[config.mk]
export PLATFORM = sky130hd
export DESIGN_NAME = read_iq_flat
export DESIGN_NICKNAME = d
export VERILOG_FILES = /design/src/rtl/fm_radio_pkg.sv /design/src/rtl/read_iq_if.sv /design/src/rtl/read_iq.sv /design/src/flat_wrapper.sv
export SDC_FILE = /design/constraint.sdc
export NUM_CORES = 1
export LEC_CHECK = 0
export ABC_AREA = 0
export CORE_ASPECT_RATIO = 2
export CORE_MARGIN = 5
export CORE_UTILIZATION = 45
export DETAILED_ROUTE_END_ITERATION = 7
export GPL_ROUTABILITY_DRIVEN = 0
export PLACE_DENSITY = 0.78
export REMOVE_ABC_BUFFERS = 1
export SYNTH_ARGS = -nofsm -noshare
export SYNTH_HDL_FRONTEND = slang
export SYNTH_SLANG_ARGS = --single-unit
[constraint.sdc]
create_clock -name clock -period 4.8 [get_ports clock]
set_input_delay 0.96 -clock clock [delete_from_list [all_inputs] [get_ports clock]]
set_output_delay 0.96 -clock clock [all_outputs]
set_load 0.05 [all_outputs]
[src/rtl/fm_radio_pkg.sv]
// Shared constants and helpers for the FM receive chain datapath.
// Holds the default quantized sample width and fraction bits, plus the
// reference quantize function that matches the software model.
package fm_radio_pkg;

    // Default width of a quantized sample word.
    localparam int FM_DATA_WIDTH = 32;

    // Default number of fixed-point fraction bits (quantization shift).
    localparam int FM_BITS = 10;

    // Sign-extend a raw 16-bit sample and scale it into fixed point.
    function automatic logic [FM_DATA_WIDTH-1:0] quantize(input logic signed [15:0] sample);
        return FM_DATA_WIDTH'(sample) <<< FM_BITS;
    endfunction

endpackage

[src/rtl/read_iq_if.sv]
// FIFO-side signal bundle for read_iq: the raw byte input FIFO (read side)
// and the I/Q sample FIFOs (write side).
// master: the read_iq stage. slave: the surrounding FIFOs.
interface read_iq_if
    import fm_radio_pkg::*;
#(
    parameter int DATA_WIDTH = FM_DATA_WIDTH
);
    logic [7:0]            in_dout;
    logic                  in_empty;
    logic                  in_rd_en;
    logic [DATA_WIDTH-1:0] i_din;
    logic                  i_full;
    logic                  i_wr_en;
    logic [DATA_WIDTH-1:0] q_din;
    logic                  q_full;
    logic                  q_wr_en;

    modport master (
        input  in_dout, in_empty, i_full, q_full,
        output in_rd_en, i_din, i_wr_en, q_din, q_wr_en
    );

    modport slave (
        output in_dout, in_empty, i_full, q_full,
        input  in_rd_en, i_din, i_wr_en, q_din, q_wr_en
    );
endinterface

[src/rtl/read_iq.sv]
// read_iq: pops interleaved little-endian I/Q bytes (I_lo, I_hi, Q_lo, Q_hi)
// from the byte FIFO, quantizes each 16-bit sample (sign-extend, << BITS)
// and writes the pair atomically into the I and Q sample FIFOs.
// Optional feature macro: READ_IQ_STATS_EN adds the pair_count output.
module read_iq
    import fm_radio_pkg::*;
#(
    parameter int DATA_WIDTH = FM_DATA_WIDTH,
    parameter int BITS       = FM_BITS
)(
    input  logic      clock,
    input  logic      reset,
    read_iq_if.master bus
`ifdef READ_IQ_STATS_EN
    ,
    output logic [31:0] pair_count
`endif
);

    generate
        if (DATA_WIDTH < 16 + BITS) begin : g_width_check
            $error("read_iq: DATA_WIDTH must be at least 16 + BITS");
        end
    endgenerate

    typedef enum logic [2:0] {
        S_I_LO,
        S_I_HI,
        S_Q_LO,
        S_Q_HI,
        S_WRITE
    } state_t;

    state_t     state;
    state_t     state_next;
    logic [7:0] i_lo;
    logic [7:0] i_hi;
    logic [7:0] q_lo;
    logic       pop;
    logic       write;

    // Sign-extend a 16-bit sample to the datapath width, then scale.
    function automatic logic [DATA_WIDTH-1:0] scale(input logic [15:0] word);
        return {{(DATA_WIDTH-16){word[15]}}, word} << BITS;
    endfunction

    // State register; an async reset drops any partially assembled pair.
    always_ff @(posedge clock or posedge reset) begin
        // NOTE: sequential state uses non-blocking (<=) so every register
        // samples pre-edge values regardless of block ordering.
        if (reset) state <= S_I_LO;
        else       state <= state_next;
    end

    // Next-state logic and the combinational pop/write strobes.
    always_comb begin
        // NOTE: every output gets a default first, so no path through the
        // case can leave a signal unassigned and infer a latch.
        state_next = state;
        pop        = 1'b0;
        write      = 1'b0;
        case (state)
            S_I_LO: if (!bus.in_empty) begin pop = 1'b1; state_next = S_I_HI;  end
            S_I_HI: if (!bus.in_empty) begin pop = 1'b1; state_next = S_Q_LO;  end
            S_Q_LO: if (!bus.in_empty) begin pop = 1'b1; state_next = S_Q_HI;  end
            S_Q_HI: if (!bus.in_empty) begin pop = 1'b1; state_next = S_WRITE; end
            S_WRITE: begin
                // Both FIFOs must have room: a pair is never split.
                if (!bus.i_full && !bus.q_full) begin
                    write      = 1'b1;
                    state_next = S_I_LO;
                end
            end
            default: state_next = S_I_LO;
        endcase
    end

    assign bus.in_rd_en = pop;
    assign bus.i_wr_en  = write;
    assign bus.q_wr_en  = write;

    // Byte capture and sample quantization; Q_hi is used straight from the
    // FIFO head so the pair is ready the cycle after the last pop.
    always_ff @(posedge clock or posedge reset) begin
        if (reset) begin
            i_lo      <= '0;
            i_hi      <= '0;
            q_lo      <= '0;
            bus.i_din <= '0;
            bus.q_din <= '0;
        end else if (pop) begin
            case (state)
                S_I_LO: i_lo <= bus.in_dout;
                S_I_HI: i_hi <= bus.in_dout;
                S_Q_LO: q_lo <= bus.in_dout;
                S_Q_HI: begin
                    bus.i_din <= scale({i_hi, i_lo});
                    bus.q_din <= scale({bus.in_dout, q_lo});
                end
                default: ;
            endcase
        end
    end

`ifdef READ_IQ_STATS_EN
    logic [31:0] pair_count_q;

    // Count written pairs; wraps naturally at 2^32.
    always_ff @(posedge clock or posedge reset) begin
        if (reset)            pair_count_q <= '0;
        else if (bus.i_wr_en) pair_count_q <= pair_count_q + 32'd1;
    end

    assign pair_count = pair_count_q;
`endif

endmodule

[src/flat_wrapper.sv]
// flat-port wrapper written by rule: the top's interface ports become plain ports
module read_iq_flat import fm_radio_pkg::*;
#(
    parameter int DATA_WIDTH = FM_DATA_WIDTH,
    parameter int BITS       = FM_BITS
)
  (clock, reset, bus_in_dout, bus_in_empty, bus_i_full, bus_q_full, bus_in_rd_en, bus_i_din, bus_i_wr_en, bus_q_din, bus_q_wr_en);
  read_iq_if #(.DATA_WIDTH(DATA_WIDTH)) bus_i ();
  input  logic clock;
  input  logic reset;
  input wire logic [$bits(bus_i.in_dout)-1:0] bus_in_dout;
  input wire logic [$bits(bus_i.in_empty)-1:0] bus_in_empty;
  input wire logic [$bits(bus_i.i_full)-1:0] bus_i_full;
  input wire logic [$bits(bus_i.q_full)-1:0] bus_q_full;
  output wire logic [$bits(bus_i.in_rd_en)-1:0] bus_in_rd_en;
  output wire logic [$bits(bus_i.i_din)-1:0] bus_i_din;
  output wire logic [$bits(bus_i.i_wr_en)-1:0] bus_i_wr_en;
  output wire logic [$bits(bus_i.q_din)-1:0] bus_q_din;
  output wire logic [$bits(bus_i.q_wr_en)-1:0] bus_q_wr_en;
  assign bus_i.in_dout = bus_in_dout;
  assign bus_i.in_empty = bus_in_empty;
  assign bus_i.i_full = bus_i_full;
  assign bus_i.q_full = bus_q_full;
  assign bus_in_rd_en = bus_i.in_rd_en;
  assign bus_i_din = bus_i.i_din;
  assign bus_i_wr_en = bus_i.i_wr_en;
  assign bus_q_din = bus_i.q_din;
  assign bus_q_wr_en = bus_i.q_wr_en;
  read_iq #(.DATA_WIDTH(DATA_WIDTH), .BITS(BITS)) u_core (.clock(clock), .reset(reset), .bus(bus_i));
endmodule
## Word-level counts from Yosys, hierarchy flattened

Cells that the tools add are included.

| word-level totals | value |
|---|---|
| input bits | 13 |
| output and inout bits | 67 |
| logic and storage cells | 35 |
| bits in registers | 59 |

| cells by class | value |
|---|---|
| muxes and demuxes | 10 |
| equality and inequality tests | 9 |
| reductions and logical operators | 10 |

Operator list:

| cell | count |
|---|---|
| 3-bit two-way mux | 5 |
| 3-bit case mux with 5 select lines | 1 |
| 2-bit inequality test (second input constant) | 4 |
| 2-bit AND reduction | 4 |
| 3-bit by 2-bit == test with 1-bit output (second input constant) | 2 |
| 5-bit AND reduction | 1 |
| 1-bit two-way mux | 4 |
| 4-bit OR reduction | 1 |
| 3-bit by 1-bit == test with 1-bit output (second input constant) | 1 |
| 3-bit == test (second input constant) | 1 |
| 3-bit logical NOT | 1 |
| 1-bit logical NOT | 2 |
| 2-bit by 1-bit inequality test with 1-bit output (second input constant) | 1 |
| 1-bit logical AND | 1 |

## Depth between registers and ports, before layout

| logic depth | value |
|---|---|
| depth in word-level cells | 4 |
| mapped depth | 6 |

## Worst setup path before layout

Ideal clock, no wire load.

| path | value |
|---|---|
| path type | input to output |
| start | in bus_q_full |
| end | out bus_q_wr_en |
| arrival | 2.483 ns |
| setup slack | 1.357 ns |
| cell stages on the path | 2 |
| required time | 3.840 ns |
| path through | nor3_1 -> buf_4 |

| between the ends | value |
|---|---|
| longest elaborated chain between the ends | 4 |

Ends and longest elaborated chain:

| what | RTL line | RTL |
|---|---|---|
| start: declaration | flat_wrapper.sv:14 | `input wire logic [$bits(bus_i.q_full)-1:0] bus_q_full;` |
| 1-bit logical NOT | read_iq.sv:69 | `if (!bus.i_full && !bus.q_full) begin` |
| 1-bit logical AND | read_iq.sv:69 |  |
| 1-bit two-way mux | read_iq.sv:69 |  |
| 1-bit two-way mux | read_iq.sv:62 | `case (state)` |
| end: declaration | flat_wrapper.sv:19 | `output wire logic [$bits(bus_i.q_wr_en)-1:0] bus_q_wr_en;` |

No other way between the ends.

## Worst setup path in the final report

| path | value |
|---|---|
| start | in bus_in_empty |
| end | out bus_in_rd_en |

| between the ends | value |
|---|---|
| longest elaborated chain between the ends | 2 |

Ends and longest elaborated chain:

| what | RTL line | RTL |
|---|---|---|
| start: declaration | flat_wrapper.sv:12 | `input wire logic [$bits(bus_i.in_empty)-1:0] bus_in_empty;` |
| 1-bit two-way mux (2 in a row) | -- |  |
| end: declaration | flat_wrapper.sv:15 | `output wire logic [$bits(bus_i.in_rd_en)-1:0] bus_in_rd_en;` |

No other way between the ends.

==> run_results.csv <==
group,metric,value,unit
routing,routedWlPerCell,15.3,µm
cts,post_cts_buffers,0,
worst_setup_path,required,3840,ps
timing,finalCritPeriodShare,73.7,%
die,chipHeight,116,µm
outcome,status,"completed",
finish,n_fill_cell,446,
finish,synthToLayoutAreaGrowth,24.3,%
timing,slew_headroom,51.6,%
die,initial_core_util,46.7,%
finish,final_cell_mix,"clkdlybuf4s50_1 (59), dfrtp_1 (59), mux2_2 (50)",
global_route,grt.total_usage,12.7,%
finish,register_area,0.00148,mm²
finish,antenna_cells,0,
cts,numCtsBuffers,9,
die,die_w,63.2,µm
worst_setup_path,critPathMaxFanout,6,
routing,wl,4420,µm
routing,drtAntennaViolNets,0,
cts,cts_resized,0,
synth,synth_cell_types,17,
die,io_pins,80,
routing,avgViaCountPerCell,4.81,
timing,fin_tns_setup,0,ps
place,dp_cells,272,
finish,multiInputGateArea,838,µm²
place,dpl.hpwl,3080,µm
timing,worst_slew_pin_slew,726,ps
global_route,grt_max_degree,60,
cts,cts_tree,"done",
synth,yosys_warnings,0,
global_route,grt_pass1_vias,1386,
cts,cts-root-to-sink-buffers,2,
routing,vias,1386,
cts,clock-root-buffer,"clkbuf_8",
finish,fin_cells,288,
timing,worst_slack,1260,ps
timing,rsz0062_at_grt,"false",
timing,period_minus_slack,3540,ps
timing,skew,3.22,ps
timing,maxSlewViolCount,0,
global_route,grt_pass1_wl,7020,µm
die,die_area,0.00737,mm²
routing,drtIter0Drc,37,
die,core_area,0.00547,mm²
cts,clk_latency,320,ps
cts,path_clk_slew,60,ps
job,cap_violations,0,
cts,h-tree-depth,3,
worst_setup_path,arrival,2580,ps
place,io_buffers,59,
routing,drtPass1Iterations,4,
synth,syn_avg_cell_area,14.8,µm²
synth,syn-instance-count,172,
routing,drc_errors,0,
timing,holdWs,480,ps
timing,finalSetupViolations,0,
global_route,grt_overflow_total,0,
timing,max_freq,283,MHz
finish,layout.nets,236,
cts,cts_sinks,59,
cts,holdBufCountCts,0,
synth,syn_area,0.00255,mm²
worst_setup_path,path_class,"in2out",
min_path,hp-class,"reg2reg",
global_route,antenna_found_initial,0,
finish,layout-drive-gt1-share,30.3,%
synth,ys_seq_area_share,57.9,%
timing,hold_viol_final,0,
synth,synth_seq_cells,59,
worst_setup_path,end_kind,"output pin",
place,place_ws,1260,ps
worst_setup_path,worst_setup_path_start_kind,"primary input",
die,rows,38,
[sequential cells by signal (all words and copies together) (netlist names)]
name              count
u_core.i_lo           8
u_core.q_lo           8
u_core.i_hi           8
u_core.state          3
u_core.bus.i_din     16
u_core.bus.q_din     16
[layout make-up]
type / instances / area share [%]
clock inverters: 2 / 0.316
clock buffers: 14 / 5.13
well taps: 60 / 2.37
inverters: 1 / 0.118
multi-input cells: 91 / 26.4
flip-flops and latches: 59 / 46.5
repair buffers: 61 / 19.1
[cell families after synthesis]
family                    share of synthesized area (%)
AOI/OAI and AO/OA                                 0.294
xor gates and xnor gates                          0.343
buffers and inverters                              12.1
DFF                                                57.9
muxes                                              24.7
other                                             0.147
and+or+nand+nor                                    4.56
[synth_stat cells]
| library cell | number | area (µm²) |
|---|---|---|
| dfrtp_1 | 59 | 1480 |
| mux2_2 | 50 | 563 |
| buf_4 | 34 | 255 |
| mux2_1 | 6 | 67.6 |
| nor2_1 | 4 | 15.0 |
| buf_2 | 3 | 15.0 |
| buf_6 | 3 | 33.8 |
| nor2b_1 | 2 | 12.5 |
| nor3_1 | 2 | 10.0 |
| nor4b_4 | 2 | 47.6 |
| and3_1 | 1 | 6.26 |
| conb_1 | 1 | 3.75 |
| inv_1 | 1 | 3.75 |
| nand2_1 | 1 | 3.75 |
| nor4_4 | 1 | 21.3 |
| o21bai_1 | 1 | 7.51 |
| xnor2_1 | 1 | 8.76 |
[metal layers]
| metal | GRT usage, % | share of wire (%) | vias up |
|---|---|---|---|
| li1 | - | - | 633 |
| met2 | 20.9 | 54 | 45 |
| met3 | 3.46 | 5.9 | 7 |
| met5 | 0 | 0 | - |
| met1 | 14.2 | 38 | 701 |
| met4 | 8.32 | 2.4 | 0 |
[through the flow]
step / util (%) / area (µm²)
2_1_floorplan: - / 2320
3_3_place_gp: 54.9 / 3000
3_5_place_dp: 54.9 / 3000
4_1_cts: 58.0 / 3170
5_1_grt: 58.0 / 3170
6_report: 58.0 / 3170
[path summary, 6_finish.rpt]
| check | from | depth (start not counted) | endpoint | slack, ps |
|---|---|---|---|---|
| worst max-delay path | bus_in_empty | 3 | bus_in_rd_en | 1260 |
| worst min-delay path | u_core.bus.i_din[23] | 1 | u_core.bus.i_din[23] | 480 |
| worst max register to register | u_core.state[2] | 4 | u_core.bus.i_din[17] | 3030 |
| worst min register to register | u_core.bus.i_din[23] | 1 | u_core.bus.i_din[23] | 480 |
| max in group asynchronous | reset | 3 | u_core.state[2] | 3160 |
| min in group asynchronous | reset | 3 | u_core.bus.q_din[25] | 1150 |
[worst max-delay path, stage by stage]
cell             delay (ps)
clkdlybuf4s50_1         590
nor2_1                  200
clkdlybuf4s50_1         820
Power is left out: the tool's default activity adds up to more than one toggle a clock period on the data nets, which glitch-free logic cannot reach.
